## src/rtl/pressure_pkg.sv

```systemverilog
// Shared types and default limits for the blood-pressure monitor datapath.
package pressure_pkg;

    typedef enum logic [1:0] {
        ClsNormal  = 2'd0,
        ClsLow     = 2'd1,
        ClsHigh    = 2'd2,
        ClsInvalid = 2'd3
    } pclass_t;

    typedef enum logic [1:0] {
        StNormal  = 2'd0,
        StSuspect = 2'd1,
        StAlarm   = 2'd2
    } pstate_t;

    localparam int unsigned DefWidth   = 8;
    localparam int unsigned DefSysHi   = 140;
    localparam int unsigned DefSysLo   = 90;
    localparam int unsigned DefDiaHi   = 90;
    localparam int unsigned DefDiaLo   = 60;
    localparam int unsigned DefPersist = 3;
    localparam int unsigned DefCntW    = 8;

endpackage

```

## src/rtl/pressure_classifier.sv

```systemverilog
// Combinational classifier for one systolic/diastolic pair against fixed limits.
module pressure_classifier
    import pressure_pkg::*;
#(
    parameter int unsigned WIDTH  = DefWidth,
    parameter int unsigned SYS_HI = DefSysHi,
    parameter int unsigned SYS_LO = DefSysLo,
    parameter int unsigned DIA_HI = DefDiaHi,
    parameter int unsigned DIA_LO = DefDiaLo
) (
    input  logic [WIDTH-1:0] sys_i,
    input  logic [WIDTH-1:0] dia_i,
    output pclass_t          class_o
);

    // Limits are deliberately truncated to the sample width.
    localparam logic [WIDTH-1:0] SysHi = WIDTH'(SYS_HI);
    localparam logic [WIDTH-1:0] SysLo = WIDTH'(SYS_LO);
    localparam logic [WIDTH-1:0] DiaHi = WIDTH'(DIA_HI);
    localparam logic [WIDTH-1:0] DiaLo = WIDTH'(DIA_LO);

    always_comb begin
        class_o = ClsNormal;
        if (sys_i <= dia_i) begin
            class_o = ClsInvalid;
        end else if ((sys_i > SysHi) || (dia_i > DiaHi)) begin
            class_o = ClsHigh;
        end else if ((sys_i < SysLo) || (dia_i < DiaLo)) begin
            class_o = ClsLow;
        end
    end

endmodule

```

## src/rtl/pressure_monitor.sv

```systemverilog
// Blood-pressure monitor: classifies samples, tracks abnormal persistence and
// raises a latched alarm cleared by an acknowledge while pressure is normal.
module pressure_monitor
    import pressure_pkg::*;
#(
    parameter int unsigned WIDTH   = DefWidth,
    parameter int unsigned SYS_HI  = DefSysHi,
    parameter int unsigned SYS_LO  = DefSysLo,
    parameter int unsigned DIA_HI  = DefDiaHi,
    parameter int unsigned DIA_LO  = DefDiaLo,
    parameter int unsigned PERSIST = DefPersist,
    parameter int unsigned CNT_W   = DefCntW
) (
    input  logic             clk,
    input  logic             rst,
    input  logic             in_valid_i,
    input  logic [WIDTH-1:0] sys_i,
    input  logic [WIDTH-1:0] dia_i,
    input  logic             ack_i,
    output logic [1:0]       class_o,
    output logic             healthy_o,
    output logic             alarm_o,
    output logic [CNT_W-1:0] abn_cnt_o,
    output logic [CNT_W-1:0] alarm_cnt_o
);

    localparam logic [8:0] PersistW = 9'(PERSIST);

    pclass_t          cls;
    pclass_t          ref_cls;
    pclass_t          class_q;
    pstate_t          state_q, state_d;
    logic [7:0]       run_q, run_d;
    logic             healthy_q;
    logic             alarm_q;
    logic [CNT_W-1:0] abn_cnt_q;
    logic [CNT_W-1:0] alarm_cnt_q;
    logic             abnormal;
    logic             enter_alarm;

    pressure_classifier #(
        .WIDTH  (WIDTH),
        .SYS_HI (SYS_HI),
        .SYS_LO (SYS_LO),
        .DIA_HI (DIA_HI),
        .DIA_LO (DIA_LO)
    ) u_classifier (
        .sys_i   (sys_i),
        .dia_i   (dia_i),
        .class_o (cls)
    );

    assign abnormal = in_valid_i && (cls != ClsNormal);
    // A same-cycle sample takes precedence over the registered class for ack.
    assign ref_cls  = in_valid_i ? cls : class_q;

    always_comb begin
        state_d     = state_q;
        run_d       = run_q;
        enter_alarm = 1'b0;
        unique case (state_q)
            StNormal: begin
                if (abnormal) begin
                    if (PERSIST == 1) begin
                        state_d     = StAlarm;
                        enter_alarm = 1'b1;
                    end else begin
                        state_d = StSuspect;
                        run_d   = 8'd1;
                    end
                end
            end
            StSuspect: begin
                if (abnormal) begin
                    if (({1'b0, run_q} + 9'd1) == PersistW) begin
                        state_d     = StAlarm;
                        run_d       = 8'd0;
                        enter_alarm = 1'b1;
                    end else begin
                        run_d = run_q + 8'd1;
                    end
                end else if (in_valid_i) begin
                    state_d = StNormal;
                    run_d   = 8'd0;
                end
            end
            StAlarm: begin
                if (ack_i && (ref_cls == ClsNormal)) begin
                    state_d = StNormal;
                end
            end
            default: begin
                state_d = StNormal;
                run_d   = 8'd0;
            end
        endcase
    end

    always_ff @(posedge clk or posedge rst) begin
        if (rst) begin
            state_q     <= StNormal;
            run_q       <= 8'd0;
            class_q     <= ClsNormal;
            healthy_q   <= 1'b1;
            alarm_q     <= 1'b0;
            abn_cnt_q   <= '0;
            alarm_cnt_q <= '0;
        end else begin
            state_q <= state_d;
            run_q   <= run_d;
            alarm_q <= (state_d == StAlarm);
            if (in_valid_i) begin
                class_q   <= cls;
                healthy_q <= (cls == ClsNormal);
            end
            if (abnormal && (abn_cnt_q != '1)) begin
                abn_cnt_q <= abn_cnt_q + 1'b1;
            end
            if (enter_alarm && (alarm_cnt_q != '1)) begin
                alarm_cnt_q <= alarm_cnt_q + 1'b1;
            end
        end
    end

    assign class_o     = class_q;
    assign healthy_o   = healthy_q;
    assign alarm_o     = alarm_q;
    assign abn_cnt_o   = abn_cnt_q;
    assign alarm_cnt_o = alarm_cnt_q;

endmodule

```

## config.mk

```make
export PLATFORM = sky130hd
export DESIGN_NAME = pressure_monitor
export DESIGN_NICKNAME = d
export VERILOG_FILES = /design/src/rtl/pressure_pkg.sv /design/src/rtl/pressure_classifier.sv /design/src/rtl/pressure_monitor.sv
export SDC_FILE = /design/constraint.sdc
export NUM_CORES = 1
export LEC_CHECK = 0
export CAP_MARGIN = 20
export CORE_ASPECT_RATIO = 2
export CORE_MARGIN = 4
export CORE_UTILIZATION = 39
export DETAILED_ROUTE_END_ITERATION = 16
export SLEW_MARGIN = 20
export SYNTH_ARGS = -nofsm -noshare
export SYNTH_HDL_FRONTEND = slang
export SYNTH_SLANG_ARGS = --single-unit
```

## constraint.sdc

```tcl
create_clock -name clk -period 2.68 [get_ports clk]
set_input_delay 0.536 -clock clk [delete_from_list [all_inputs] [get_ports clk]]
set_output_delay 0.536 -clock clk [all_outputs]
set_load 0.01 [all_outputs]
```

==> flow_metrics.py, run 1 <==
metrics = {
    "logic_synthesis": {
        "post-synth-top-area-fraction": 0.350,
        "syn_inst": 211,
        "synth_top_cell_by_area": "dfrtp_1",
        "ys_types": 51,
        "synth_compound_area_frac": 0.195,
        "yosysSeqAreaShare": 0.363,
        "yosys_warnings": 0,
        "synthTopCellsByCount": "dfrtp_1, nand2_1, inv_1",
        "yosys.area_share.simple": 0.231,
        "avgSynthCellArea_um2": 9.81,
        "async_flop_share": 1.00,
        "synth-xor-area-share": 0.0465,
        "synthTopCellsByArea": "dfrtp_1, ha_1, nand4_1",
        "synthMuxAreaShare": 0.0447,
        "synthesis.nets": 243,
        "yosys_most_used_dff": "dfrtp_1",
        "synth_edf_count": 0,
        "yosysMostFrequentCell": "dfrtp_1",
        "synth_top_family_by_area": "simple AND/OR/NAND/NOR gates",
        "syn_area_um2": 2070,
        "synth_adder_area_share": 0.0725,
        "ys_ff_latch": 30,
    },
    "final_layout": {
        "nets": 306,
        "final_core_util": 0.552,
        "final_layout_size_suffix_gt1_frac": 0.211,
        "fin_cells": 333,
        "n_antenna_cell": 0,
        "syn_to_final_growth_pct": 37.0,
    },
    "clock_tree": {
        "cts_buffers": 5,
        "cts-root-buf": "clkbuf_8",
        "cts_tree": "built",
        "cts_htree_levels": 2,
        "cts_buffer_depth": 2,
        "hold_buffers": 0,
        "clk_pin_slew_ns": 0.06,
        "numClockSinks": 30,
        "clk_latency_ns": 0.28,
    },
    "pwr": {
        "ir_worst_vdd_v": 0.000447,
        "power.total_mw": 1.78,
        "powerDensity_nw_per_um2": 628,
        "p_leak_nw": 1.31,
    },
    "global_route": {
        "grt_max_degree": 31,
        "grt_antenna_before_repair": 0,
        "grt_pass1_wl_mm": 8.86,
        "grt_remaining_overflow": 0,
        "grt_pass1_vias": 1934,
        "grt_usage": 0.171,
    },
    "outcome": {
        "outcome": "finished clean",
    },
    "sta": {
        "rsz0062_at_grt": "false",
        "hold_viol_final": 0,
        "relSlewSlack": 0.717,
        "report.final.slew_viol_count": 0,
        "skew_ns": 0.00362,
        "period_share": 0.975,
        "max_slew.worst_pin.slew_ns": 0.423,
        "fmax_mhz": 383,
        "min_period_ns": 2.61,
        "setup_viol": 0,
        "hold_slack_ns": 0.473,
        "fin_setup_tns_ns": 0,
    },
    "setup_path": {
        "path_max_fanout": 6,
        "required_ns": 2.84,
        "crit_path_end_kind": "register",
        "crit_path_start_kind": "primary input",
        "arrival_ns": 2.78,
        "reg2reg_depth": 7,
        "critical_path_class": "primary input to register",
    },
    "floorplanning": {
        "die_y_um": 111,
        "die_w_um": 59.5,
        "ioPinCount": 40,
        "core_um2": 5140,
        "design.die.area_um2": 6610,
        "start_util": 0.403,
        "rows": 37,
    },
    "drt": {
        "routedWlPerCell_um": 16.1,
        "vias": 1911,
        "wl_mm": 5.36,
        "drc_errors": 0,
        "route.antenna.remaining_nets": 0,
        "vias_per_cell": 5.74,
        "drt_pre_antenna_iters": 5,
        "drt_iter0_drc": 50,
    },
    "run": {
        "drv_cap": 0,
    },
    "hold_path": {
        "min_path_cells": 2,
        "hold_path.class": "register to register",
    },
    "placed_design": {
        "dp.cells": 324,
        "portBuffers": 39,
        "dp_hpwl_mm": 4.16,
        "gp_congestion": 0.808,
    },
}
==> kinds of logic after synthesis <==
kind of cell             Yosys count
AO/OA/AOI/OAI                     51
XOR/XNOR                          11
adder cells (fa/ha/maj)           12
buffers and inverters             22
flip-flops                        30
multiplexers                       8
AND/OR/NAND/NOR                   77
==> power breakdown <==
group          leakage (nW)  switching (mW)  internal [mW]
registers             0.385           0.142          0.553
clock network        0.0575           0.168          0.259
logic                 0.864           0.304          0.356
total                  1.31           0.614           1.17
==> worst max-delay path, stage by stage <==
cell             delay, ns
clkdlybuf4s50_1       0.49
inv_1                 0.07
ha_1                  0.28
nand4_1               0.15
or2_1                 0.26
o211a_1               0.15
o211a_4               0.19
nor4_4                0.32
mux2_4                0.33
==> sequential cells by signal (all words and copies together) (netlist names) <==
signal       count
abn_cnt_o        8
alarm_cnt_o      8
alarm_o          1
class_o          2
healthy_o        1
run_q            8
state_q          2
==> per-layer routing <==
| layer | vias to the layer above | global-route usage | wire [um] |
|---|---|---|---|
| li1 | 924 | - | - |
| met1 | 927 | 0.183 | 2020 |
| met2 | 45 | 0.310 | 2990 |
| met3 | 15 | 0.0233 | 198 |
| met4 | 0 | 0.0769 | 153 |
| met5 | - | 0 | 0 |
==> cell type report <==
class	instances	area (um2)
Fill cell	463	2300
Multi-Input combinational cell	159	1270
Sequential cell	30	752
Timing Repair Buffer	64	581
Clock buffer	8	110
Tap cell	58	72.6
Inverter	14	52.6
==> final timing paths <==
check	from	endpoint	slack (ns)
worst max-delay path	dia_i[6]	alarm_cnt_o[1]$_DFFE_PP0P_	0.07
worst min-delay path	healthy_o$_DFFE_PP1P_	healthy_o$_DFFE_PP1P_	0.47
worst max register to register	run_q[0]$_DFFE_PP0P_	alarm_cnt_o[7]$_DFFE_PP0P_	0.30
worst min register to register	healthy_o$_DFFE_PP1P_	healthy_o$_DFFE_PP1P_	0.47
max in group asynchronous	rst	healthy_o$_DFFE_PP1P_	1.73
min in group asynchronous	rst	abn_cnt_o[4]$_DFFE_PP0P_	0.63
==> what timing repair did <==
item                       in CTS  in global routing
setup buffers                   1                  0
setup endpoints to repair       4                 18
gates resized for setup         1                  9
pin swaps                       0                  5
gates cloned                    0                  0
==> per-stage QoR <==
step / setup slack (ns) / area (um2)
floorplan: 0.393 / 2070
global placement: -0.366 / 2670
detailed placement: -0.338 / 2670
CTS: 0.0291 / 2790
global route: 0.00148 / 2840
finish: 0.0668 / 2840
==> layout by cell type (no fill, tap or decap), types with 4 or more instances in the layout <==
cell type,instances
inv_1,13
nand2_1,15
nand4_1,12
and3_1,9
mux2_2,4
a31oi_1,4
a21oi_1,11
xnor2_1,4
clkdlybuf4s50_1,38
nor2_1,6
clkbuf_8,8
dfrtp_1,29
nor4_4,4
o211ai_1,4
ha_1,11
a21o_1,5
a22o_1,4
nand3_1,10
xor2_1,7
buf_4,25
No activity file was read; power rests on OpenSTA's default activity.
==> run 2: changes to the inputs <==
SLEW_MARGIN = not set   (was 20)
==> results of run 2 <==
No change in the layout: final DEF, timing and power equal those of run 1.
